## src/rtl/arb_grant_mux_if.sv

```systemverilog
// arb_grant_mux_if: grant/payload inputs and valid/ready FIFO output of the grant mux
interface arb_grant_mux_if #(
    parameter int REQ_NUM = 11,
    parameter int DW = 32
);
    localparam int IW = $clog2(REQ_NUM);
    logic [REQ_NUM-1:0] grant;
    logic [REQ_NUM*DW-1:0] req_data;
    logic arb_en;
    logic [REQ_NUM-1:0] req_ack;
    logic out_valid;
    logic out_ready;
    logic [DW-1:0] out_data;
    logic [IW-1:0] out_id;
    modport master (
        output grant, req_data, out_ready,
        input arb_en, req_ack, out_valid, out_data, out_id
    );
    modport slave (
        input grant, req_data, out_ready,
        output arb_en, req_ack, out_valid, out_data, out_id
    );
endinterface

```

## src/rtl/arb_grant_mux.sv

```systemverilog
// arb_grant_mux: selects the granted payload and queues {id, payload} in a small FIFO
// Optional ARB_GRANT_MUX_ONEHOT_CHK_EN adds a sticky onehot_err flag for multi-hot grants.
module arb_grant_mux #(
    parameter int REQ_NUM = 11,
    parameter int DW = 32,
    parameter int FIFO_DEPTH = 2
) (
    input logic clk,
    input logic rst,
`ifdef ARB_GRANT_MUX_ONEHOT_CHK_EN
    output logic onehot_err,
`endif
    arb_grant_mux_if.slave bus
);
    localparam int IW = $clog2(REQ_NUM);
    localparam int PW = $clog2(FIFO_DEPTH);
    localparam int CW = $clog2(FIFO_DEPTH + 1);
    logic [CW-1:0] count;
    logic [PW-1:0] wr_ptr, rd_ptr;
    logic [DW-1:0] data_mem [FIFO_DEPTH];
    logic [IW-1:0] id_mem [FIFO_DEPTH];
    logic [IW-1:0] idx;
    logic [DW-1:0] sel_data;
    logic push, pop;
    // Scan from the top so the lowest set bit is the last (winning) assignment.
    always_comb begin
        idx = '0;
        sel_data = '0;
        for (int i = REQ_NUM - 1; i >= 0; i--) begin
            if (bus.grant[i]) begin
                idx = IW'(i);
                sel_data = bus.req_data[i*DW +: DW];
            end
        end
    end
    // Enable looks only at registered occupancy, so a pop at full cannot admit a push.
    assign bus.arb_en = ~rst & (count != CW'(FIFO_DEPTH));
    assign push = bus.arb_en & (|bus.grant);
    assign pop = bus.out_valid & bus.out_ready;
    assign bus.req_ack = push ? bus.grant : '0;
    assign bus.out_valid = count != '0;
    assign bus.out_data = data_mem[rd_ptr];
    assign bus.out_id = id_mem[rd_ptr];
    always_ff @(posedge clk or posedge rst) begin
        if (rst) begin
            count <= '0;
            wr_ptr <= '0;
            rd_ptr <= '0;
            for (int i = 0; i < FIFO_DEPTH; i++) begin
                data_mem[i] <= '0;
                id_mem[i] <= '0;
            end
        end else begin
            count <= count + CW'(push) - CW'(pop);
            if (push) begin
                data_mem[wr_ptr] <= sel_data;
                id_mem[wr_ptr] <= idx;
                wr_ptr <= wr_ptr + 1'b1;
            end
            if (pop) rd_ptr <= rd_ptr + 1'b1;
        end
    end
`ifdef ARB_GRANT_MUX_ONEHOT_CHK_EN
    always_ff @(posedge clk or posedge rst) begin
        if (rst) onehot_err <= 1'b0;
        else if (push && (bus.grant & (bus.grant - 1'b1)) != '0) onehot_err <= 1'b1;
    end
`endif
endmodule

```

## src/flat_wrapper.sv

```systemverilog
// flat-port wrapper written by rule: the top's interface ports become plain ports
module arb_grant_mux_flat 
#(
    parameter int REQ_NUM = 11,
    parameter int DW = 32,
    parameter int FIFO_DEPTH = 2
)
  (clk, rst, bus_grant, bus_req_data, bus_out_ready, bus_arb_en, bus_req_ack, bus_out_valid, bus_out_data, bus_out_id);
  arb_grant_mux_if #(.REQ_NUM(REQ_NUM), .DW(DW)) bus_i ();
  input logic clk;
  input logic rst;
  input wire logic [$bits(bus_i.grant)-1:0] bus_grant;
  input wire logic [$bits(bus_i.req_data)-1:0] bus_req_data;
  input wire logic [$bits(bus_i.out_ready)-1:0] bus_out_ready;
  output wire logic [$bits(bus_i.arb_en)-1:0] bus_arb_en;
  output wire logic [$bits(bus_i.req_ack)-1:0] bus_req_ack;
  output wire logic [$bits(bus_i.out_valid)-1:0] bus_out_valid;
  output wire logic [$bits(bus_i.out_data)-1:0] bus_out_data;
  output wire logic [$bits(bus_i.out_id)-1:0] bus_out_id;
  assign bus_i.grant = bus_grant;
  assign bus_i.req_data = bus_req_data;
  assign bus_i.out_ready = bus_out_ready;
  assign bus_arb_en = bus_i.arb_en;
  assign bus_req_ack = bus_i.req_ack;
  assign bus_out_valid = bus_i.out_valid;
  assign bus_out_data = bus_i.out_data;
  assign bus_out_id = bus_i.out_id;
  arb_grant_mux #(.REQ_NUM(REQ_NUM), .DW(DW), .FIFO_DEPTH(FIFO_DEPTH)) u_core (.clk(clk), .rst(rst), .bus(bus_i));
endmodule
```

## config.mk

```make
export PLATFORM = sky130hd
export DESIGN_NAME = arb_grant_mux_flat
export DESIGN_NICKNAME = d
export VERILOG_FILES = /design/src/rtl/arb_grant_mux_if.sv /design/src/rtl/arb_grant_mux.sv /design/src/flat_wrapper.sv
export SDC_FILE = /design/constraint.sdc
export NUM_CORES = 1
export LEC_CHECK = 0
export CAP_MARGIN = 30
export CELL_PAD_IN_SITES_DETAIL_PLACEMENT = 1
export CELL_PAD_IN_SITES_GLOBAL_PLACEMENT = 1
export CORE_ASPECT_RATIO = 0.9
export CORE_UTILIZATION = 25
export CTS_CLUSTER_SIZE = 28
export DETAILED_ROUTE_END_ITERATION = 7
export GPL_ROUTABILITY_DRIVEN = 0
export PLACE_DENSITY_LB_ADDON = 0.1
export SLEW_MARGIN = 20
export SYNTH_ARGS = -nofsm -noshare
export SYNTH_HDL_FRONTEND = slang
export SYNTH_SLANG_ARGS = --single-unit
```

## constraint.sdc

```tcl
create_clock -name clk -period 2.6 [get_ports clk]
set_clock_uncertainty 0.05 [all_clocks]
set_input_delay 0.39 -clock clk [delete_from_list [all_inputs] [get_ports clk]]
set_output_delay 0.39 -clock clk [all_outputs]
set_load 0.1 [all_outputs]
```

==> results of run 1 <==
-- per-layer routing --
metal / GRT usage / up-vias
li1: - / 3698
met1: 0.362 / 3795
met2: 0.439 / 234
met3: 0.0512 / 28
met4: 0.0606 / 2
met5: 0 / -
-- report_power, final --
group	internal [mW]	switching, mW
combinational	3.38	5.09
clock	0.862	0.480
sequential	1.75	0.313
total	5.99	5.88
-- layout make-up --
cell class | count | area [um^2]
diodes | 4 | 10.0
clock buffers | 11 | 243
clock inverters | 4 | 73.8
fillers | 2802 | 12600
inverters | 53 | 199
multi-input cells | 543 | 3810
flip-flops and latches | 76 | 1900
well taps | 336 | 420
repair buffers | 479 | 5220
-- logic make-up after synthesis --
kind of cell | after synthesis | synth area share
muxes | 44 | 0.0790
buffers and inverters | 131 | 0.0916
DFF | 76 | 0.303
AOI/OAI and AO/OA | 339 | 0.390
and+or+nand+nor | 154 | 0.126
adders and majority gates | 2 | 0.00399
xor gates and xnor gates | 4 | 0.00559
-- state kept, by name (all words and copies together) (netlist names) --
name and count:
u_core.data_mem 64, u_core.wr_ptr 1, u_core.rd_ptr 1, u_core.id_mem 8
u_core.count 2
-- synth_stat cells, types with 2 or more instances --
cell type	instances	share of area
o41ai_1	2	0.0028
a21o_1	29	0.035
a221oi_1	58	0.081
o31ai_1	3	0.0036
nand2_1	24	0.014
a22oi_1	19	0.023
nor2b_1	11	0.011
a31oi_1	32	0.032
a221o_1	14	0.022
nand3_1	2	0.0016
dfrtp_1	76	0.30
buf_4	9	0.011
clkbuf_1	37	0.022
o21ai_1	6	0.0048
a211o_1	16	0.022
a22o_1	24	0.034
inv_1	53	0.032
nor2_1	64	0.038
a21oi_1	52	0.042
mux2_2	44	0.079
o21ai_0	31	0.025
and2_1	13	0.013
o2111ai_1	2	0.0028
nor3b_1	3	0.0036
o21a_1	3	0.0036
buf_2	27	0.022
buf_6	2	0.0036
xnor2_1	2	0.0028
nand2b_1	4	0.0040
ha_1	2	0.0040
nand3b_1	16	0.019
o22ai_1	28	0.028
a211oi_1	4	0.0048
or2_2	3	0.0030
buf_1	3	0.0018
xor2_1	2	0.0028
o221ai_1	13	0.018
nor3_1	8	0.0064
-- what timing repair did --
item,in CTS,in global routing
setup endpoints to repair,0,1
hold buffers,0,0
setup buffers,0,2
-- critical path: cells and delay by family (launching register included) --
family	cells	cell delay (ps)
buffers and inverters	1	180
DFF	1	370
and+or+nand+nor	3	1120
-- per-stage QoR --
step,util,hold slack [ps],std cells,power (mW),area [um^2]
floorplan,-,390,750,7.13,6290
global placement,0.472,405,1485,10.4,11500
detailed placement,0.472,419,1485,10.6,11500
CTS,0.485,432,1500,11.9,11900
global route,0.486,452,1504,12.3,11900
finish,0.486,429,1506,11.9,11900
-- worst max path at each step --
stage / depth (start not counted) / to / slack (ps)
final: 4 / bus_req_ack[3] / 150
after global routing: 4 / bus_req_ack[3] / 110
after CTS: 7 / bus_req_ack[5] / 80
after detailed placement: 9 / u_core.data_mem[60]$_DFFE_PP0P_ / -100
after global placement: 9 / u_core.data_mem[60]$_DFFE_PP0P_ / -80
after floorplan: 4 / bus_req_ack[2] / -700
==> impl_metrics.csv, run 1 <==
group,metric,value,unit
status,status,"finished clean",
min_path,hold_class,"flop to flop",
routing,vias_per_cell,5.15,
timing,period_share,0.943,
logic_synthesis,ys_ff_latch,76,
setup_path,r2r_slack,430,ps
clocking,cts_max_level,3,
pwr,vdd_drop_max,0.458,mV
die,rows,54,
clocking,root_buffer,"clkbuf_16",
run,max_cap_viol_count,0,
routing,wl_per_cell,23.4,um
place,io_buffers,414,
die,die_area,0.0257,mm^2
pwr,cellPowerDensity,1000,mW/mm^2
die,die_y,152,um
clocking,cts_inserted_buffers,9,
routing,firstDrtPassIters,5,
timing,maxSlewHeadroom,0.435,
setup_path,worstPathRequired,2160,ps
layout,final_common_cell,"clkdlybuf4s50_1",
timing,worstMarginPinSlew,846,ps
min_path,hold_depth,2,
routing,dr_wl_met3,1830,um
routing,wl,35200,um
logic_synthesis,yosys_warnings,0,
timing,report.final.slew_viol_count,0,
timing,grt_setup_unrepaired,"no",
logic_synthesis,avgSynthCellArea,8.36,um^2
die,die_x,169,um
die,io_pins,415,
logic_synthesis,synthCells,750,
layout,layout.nets,1530,
setup_path,path_max_fanout,7,
global_routing,antenna_found_initial,5,
global_routing,grt_max_degree,41,
setup_path,reg2reg_depth,7,
routing,vias,7757,
logic_synthesis,yosys_most_used_dff,"dfrtp_1",
setup_path,crit_slowest_cell,"nor2b_1",
routing,met1_length,16100,um
timing,setup_ws,147,ps
setup_path,crit_start,"u_core.count[1]$_DFF_PP0_",
logic_synthesis,netlist_area,0.00627,mm^2
die,initial_utilization,0.256,
logic_synthesis,synth_edf_count,0,
setup_path,r2r-end,"u_core.data_mem[15]$_DFFE_PP0P_",
clocking,path_clk_slew,50,ps
timing,setup_tns,0,ps
setup_path,cp-start-kind,"flop",
routing,drtIter0Drc,422,
routing,dr_wl_met2,16700,um
global_routing,overflow,0,
routing,ant_nets,0,
layout,area_growth,89.5,%
clocking,cts_tree,"yes",
logic_synthesis,synth_fp_nets,1118,
clocking,clock-sinks,76,
pwr,power.leakage,4.80,nW
timing,hold_viol_final,0,
global_routing,grt_pass1_wl,51500,um
clocking,cts_buffer_depth,2,
timing,max_freq,408,MHz
timing,setup_viol_count_final,0,
clocking,insertion_delay,330,ps
setup_path,arrival,2010,ps
setup_path,reg2reg_from,"u_core.count[1]$_DFF_PP0_",
layout,layout_common_cells,"362 x clkdlybuf4s50_1, 76 x dfrtp_1, 63 x nor2_1, 58 x a221oi_1, 58 x buf_12",
min_path,whs_endpoint,"u_core.id_mem[2]$_DFFE_PP0P_",
layout,layout-drive-gt1-share,0.160,
place,pre_cts_ws,-97.6,ps
global_routing,grt_use_total,0.268,
routing,drc,0,
setup_path,crit_chain,"nor2b_1 -> nor2_4 -> and2_1 -> buf_12",
logic_synthesis,synth-seq-area-share,0.303,
setup_path,cpPeakStageDelay,690,ps
logic_synthesis,synth.distinct_cells,47,
min_path,hold_start,"u_core.id_mem[2]$_DFFE_PP0P_",
clocking,cts_resized,0,
logic_synthesis,async_reset_ff_frac,1.00,
global_routing,first_global_vias,8095,
die,core,0.0245,mm^2
setup_path,path_class,"flop to primary output",
place,post-dp-hpwl,29300,um
setup_path,end_kind,"primary output",
timing,fin_crit,2450,ps
routing,topRoutingLayerUsed,"met5",
Power figures use the tool's default switching activity.
==> run 2: changes to the inputs <==
--- a/config.mk
+++ b/config.mk
@@ -9,7 +9,7 @@
 export CELL_PAD_IN_SITES_DETAIL_PLACEMENT = 1
 export CELL_PAD_IN_SITES_GLOBAL_PLACEMENT = 1
 export CORE_ASPECT_RATIO = 0.9
-export CORE_UTILIZATION = 25
+export CORE_UTILIZATION = 23
 export CTS_CLUSTER_SIZE = 28
 export DETAILED_ROUTE_END_ITERATION = 7
 export GPL_ROUTABILITY_DRIVEN = 0
==> constraint.sdc (replaced) <==
create_clock -name clk -period 1.98 [get_ports clk]
set_clock_uncertainty 0.05 [all_clocks]
set_input_delay 0.297 -clock clk [delete_from_list [all_inputs] [get_ports clk]]
set_output_delay 0.297 -clock clk [all_outputs]
set_load 0.1 [all_outputs]
==> impl_metrics.csv, run 2 (synthesized netlist as in run 1, its figures left out) <==
group,metric,value,unit
setup_path,reg2reg_from,"u_core.count[1]$_DFF_PP0_",
clocking,cts.hold.buffers_added,0,
setup_path,reg2reg_depth,6,
timing,setup_ws,29.0,ps
timing,grt_setup_unrepaired,"yes",
setup_path,arrival,1600,ps
global_routing,grt_pass1_wl,52300,um
setup_path,cp-start-kind,"flop",
die,die_y,159,um
routing,vias,8068,
place,io_buffers,414,
global_routing,grt_max_degree,44,
place,post-dp-hpwl,30100,um
setup_path,r2r_slack,90,ps
routing,wl,36500,um
layout,area_growth,100,%
die,die_x,176,um
die,rows,56,
timing,period_share,0.985,
routing,drc,0,
timing,worstMarginPinSlew,487,ps
setup_path,worstPathRequired,1630,ps
die,io_pins,415,
global_routing,first_global_vias,8299,
setup_path,path_class,"flop to primary output",
layout,layout.cells.non_filler,1576,
layout,largest_register,"u_core.data_mem",
layout,fillers,2993,
routing,vias_per_cell,5.12,
min_path,hold_class,"input pin to asynchronous set/reset pin",
pwr,p_total,16.1,mW
clocking,cts_inserted_buffers,9,
die,initial_utilization,0.237,
timing,hold_viol_final,0,
layout,final_common_cell,"clkdlybuf4s50_1",
clocking,clock-sinks,76,
global_routing,overflow,0,
layout,largest_register_ffs,64,
layout,layout_common_cells,"353 x clkdlybuf4s50_1, 94 x buf_4, 75 x dfrtp_1, 63 x nor2_1, 61 x buf_12",
clocking,cts_max_level,3,
die,die_area,0.0279,mm^2
global_routing,antenna_found_initial,14,
clocking,path_clk_slew,60,ps
setup_path,path_max_fanout,7,
die,core,0.0264,mm^2
timing,max_freq,513,MHz
timing,fin_crit,1950,ps
place,placedCellCount,1537,
pwr,cellPowerDensity,1290,mW/mm^2
routing,drtIter0Drc,447,
routing,wl_per_cell,23.2,um
timing,timing.hold.ws,415,ps
timing,maxSlewHeadroom,0.674,
timing,report.final.slew_viol_count,0,
pwr,power.leakage,5.16,nW
pwr,vdd_drop_max,0.534,mV
clocking,cts_buffer_depth,2,
layout,reg_top3,"u_core.data_mem: 64 flops, u_core.id_mem: 8 flops, u_core.count: 2 flops",
place,pre_cts_ws,-684,ps
timing,setup_viol_count_final,0,
clocking,cts_tree,"yes",
layout,layout.nets,1580,
routing,firstDrtPassIters,5,
clocking,root_buffer,"clkbuf_16",
global_routing,grt_use_total,0.254,
setup_path,r2r-end,"u_core.data_mem[38]$_DFFE_PP0P_",
status,status,"finished clean",
setup_path,end_kind,"primary output",
clocking,insertion_delay,330,ps
routing,ant_nets,0,
layout,layout-drive-gt1-share,0.216,
run,max_cap_viol_count,0,
## run 2: changes by cell type in the layout (fill, tap and decap cells not counted), sizes merged
cell           previous run  this run
buf                     117       166
clkbuf                   11        12
clkdlybuf4s15             0         2
clkdlybuf4s50           362       353
clkinv                    2         0
clkinvlp                  0         3
diode                     4        11
dlygate4sd2               0         7
## run 2: power by group
group / switching [mW] / internal [mW]
clock: 0.675 / 1.14
sequential: 0.416 / 2.30
combinational: 6.85 / 4.77
total: 7.94 / 8.21
## run 2: routing by layer
| layer | GRT usage | share of wire | vias to the layer above |
|---|---|---|---|
| li1 | - | - | 3813 |
| met1 | 0.339 | 0.45 | 3947 |
| met2 | 0.405 | 0.47 | 263 |
| met3 | 0.0590 | 0.060 | 41 |
| met4 | 0.0758 | 0.020 | 4 |
| met5 | 0 | 0.00066 | - |
## run 2: final cells by class
| class | instances | area, um^2 | area share |
|---|---|---|---|
| diodes | 11 | 27.5 | 0.00219 |
| clock buffers | 11 | 243 | 0.0193 |
| clock inverters | 5 | 83.8 | 0.00668 |
| inverters | 53 | 203 | 0.0161 |
| multi-input cells | 543 | 3970 | 0.316 |
| flip-flops and latches | 76 | 1900 | 0.152 |
| well taps | 348 | 435 | 0.0347 |
| repair buffers | 529 | 5690 | 0.453 |
## run 2: worst max-delay path by stage
stage | start | to | slack, ps | cells past startpoint
4_1_cts | u_core.rd_ptr$_DFFE_PP0P_ | bus_out_data[8] | 0.7 | 3
3_3_place_gp | bus_grant[9] | u_core.data_mem[61]$_DFFE_PP0P_ | -660 | 8
3_5_place_dp | bus_grant[9] | u_core.data_mem[61]$_DFFE_PP0P_ | -680 | 8
6_report | u_core.count[0]$_DFF_PP0_ | bus_req_ack[1] | 30 | 6
2_1_floorplan | u_core.count[1]$_DFF_PP0_ | bus_req_ack[10] | -140 | 3
5_1_grt | u_core.count[1]$_DFF_PP0_ | bus_req_ack[4] | -3 | 4
## run 2: critical path: stages, from the launching register on
cell     delay [ps]
dfrtp_1         430
nor2b_4         210
buf_6           140
nor2_4           30
buf_12          140
and2_4          170
buf_12          160
## run 2: per-stage QoR
stage,setup TNS [ps],utilization,cell area (um^2)
2_1_floorplan,-241,-,6330
4_1_cts,0,0.470,12400
5_1_grt,-4.06,0.475,12500
6_report,0,0.475,12600
3_5_place_dp,-37550,0.451,11900
3_3_place_gp,-33940,0.451,11900
## run 2: repair_timing
action / in CTS / in global routing
gates cloned: 1 / 1
endpoints found under the hold margin: 0 / 0
resized for setup: 34 / 16
setup endpoints to repair: 77 / 56
pin swaps: 7 / 7
setup buffers: 5 / 5
==> run 3: changes to the inputs <==
--- a/config.mk
+++ b/config.mk
@@ -14,7 +14,6 @@
 export DETAILED_ROUTE_END_ITERATION = 7
 export GPL_ROUTABILITY_DRIVEN = 0
 export PLACE_DENSITY_LB_ADDON = 0.1
-export SLEW_MARGIN = 20
 export SYNTH_ARGS = -nofsm -noshare
 export SYNTH_HDL_FRONTEND = slang
 export SYNTH_SLANG_ARGS = --single-unit
==> results of run 3 <==
The final DEF is identical to that of run 2; final timing and power are the same.
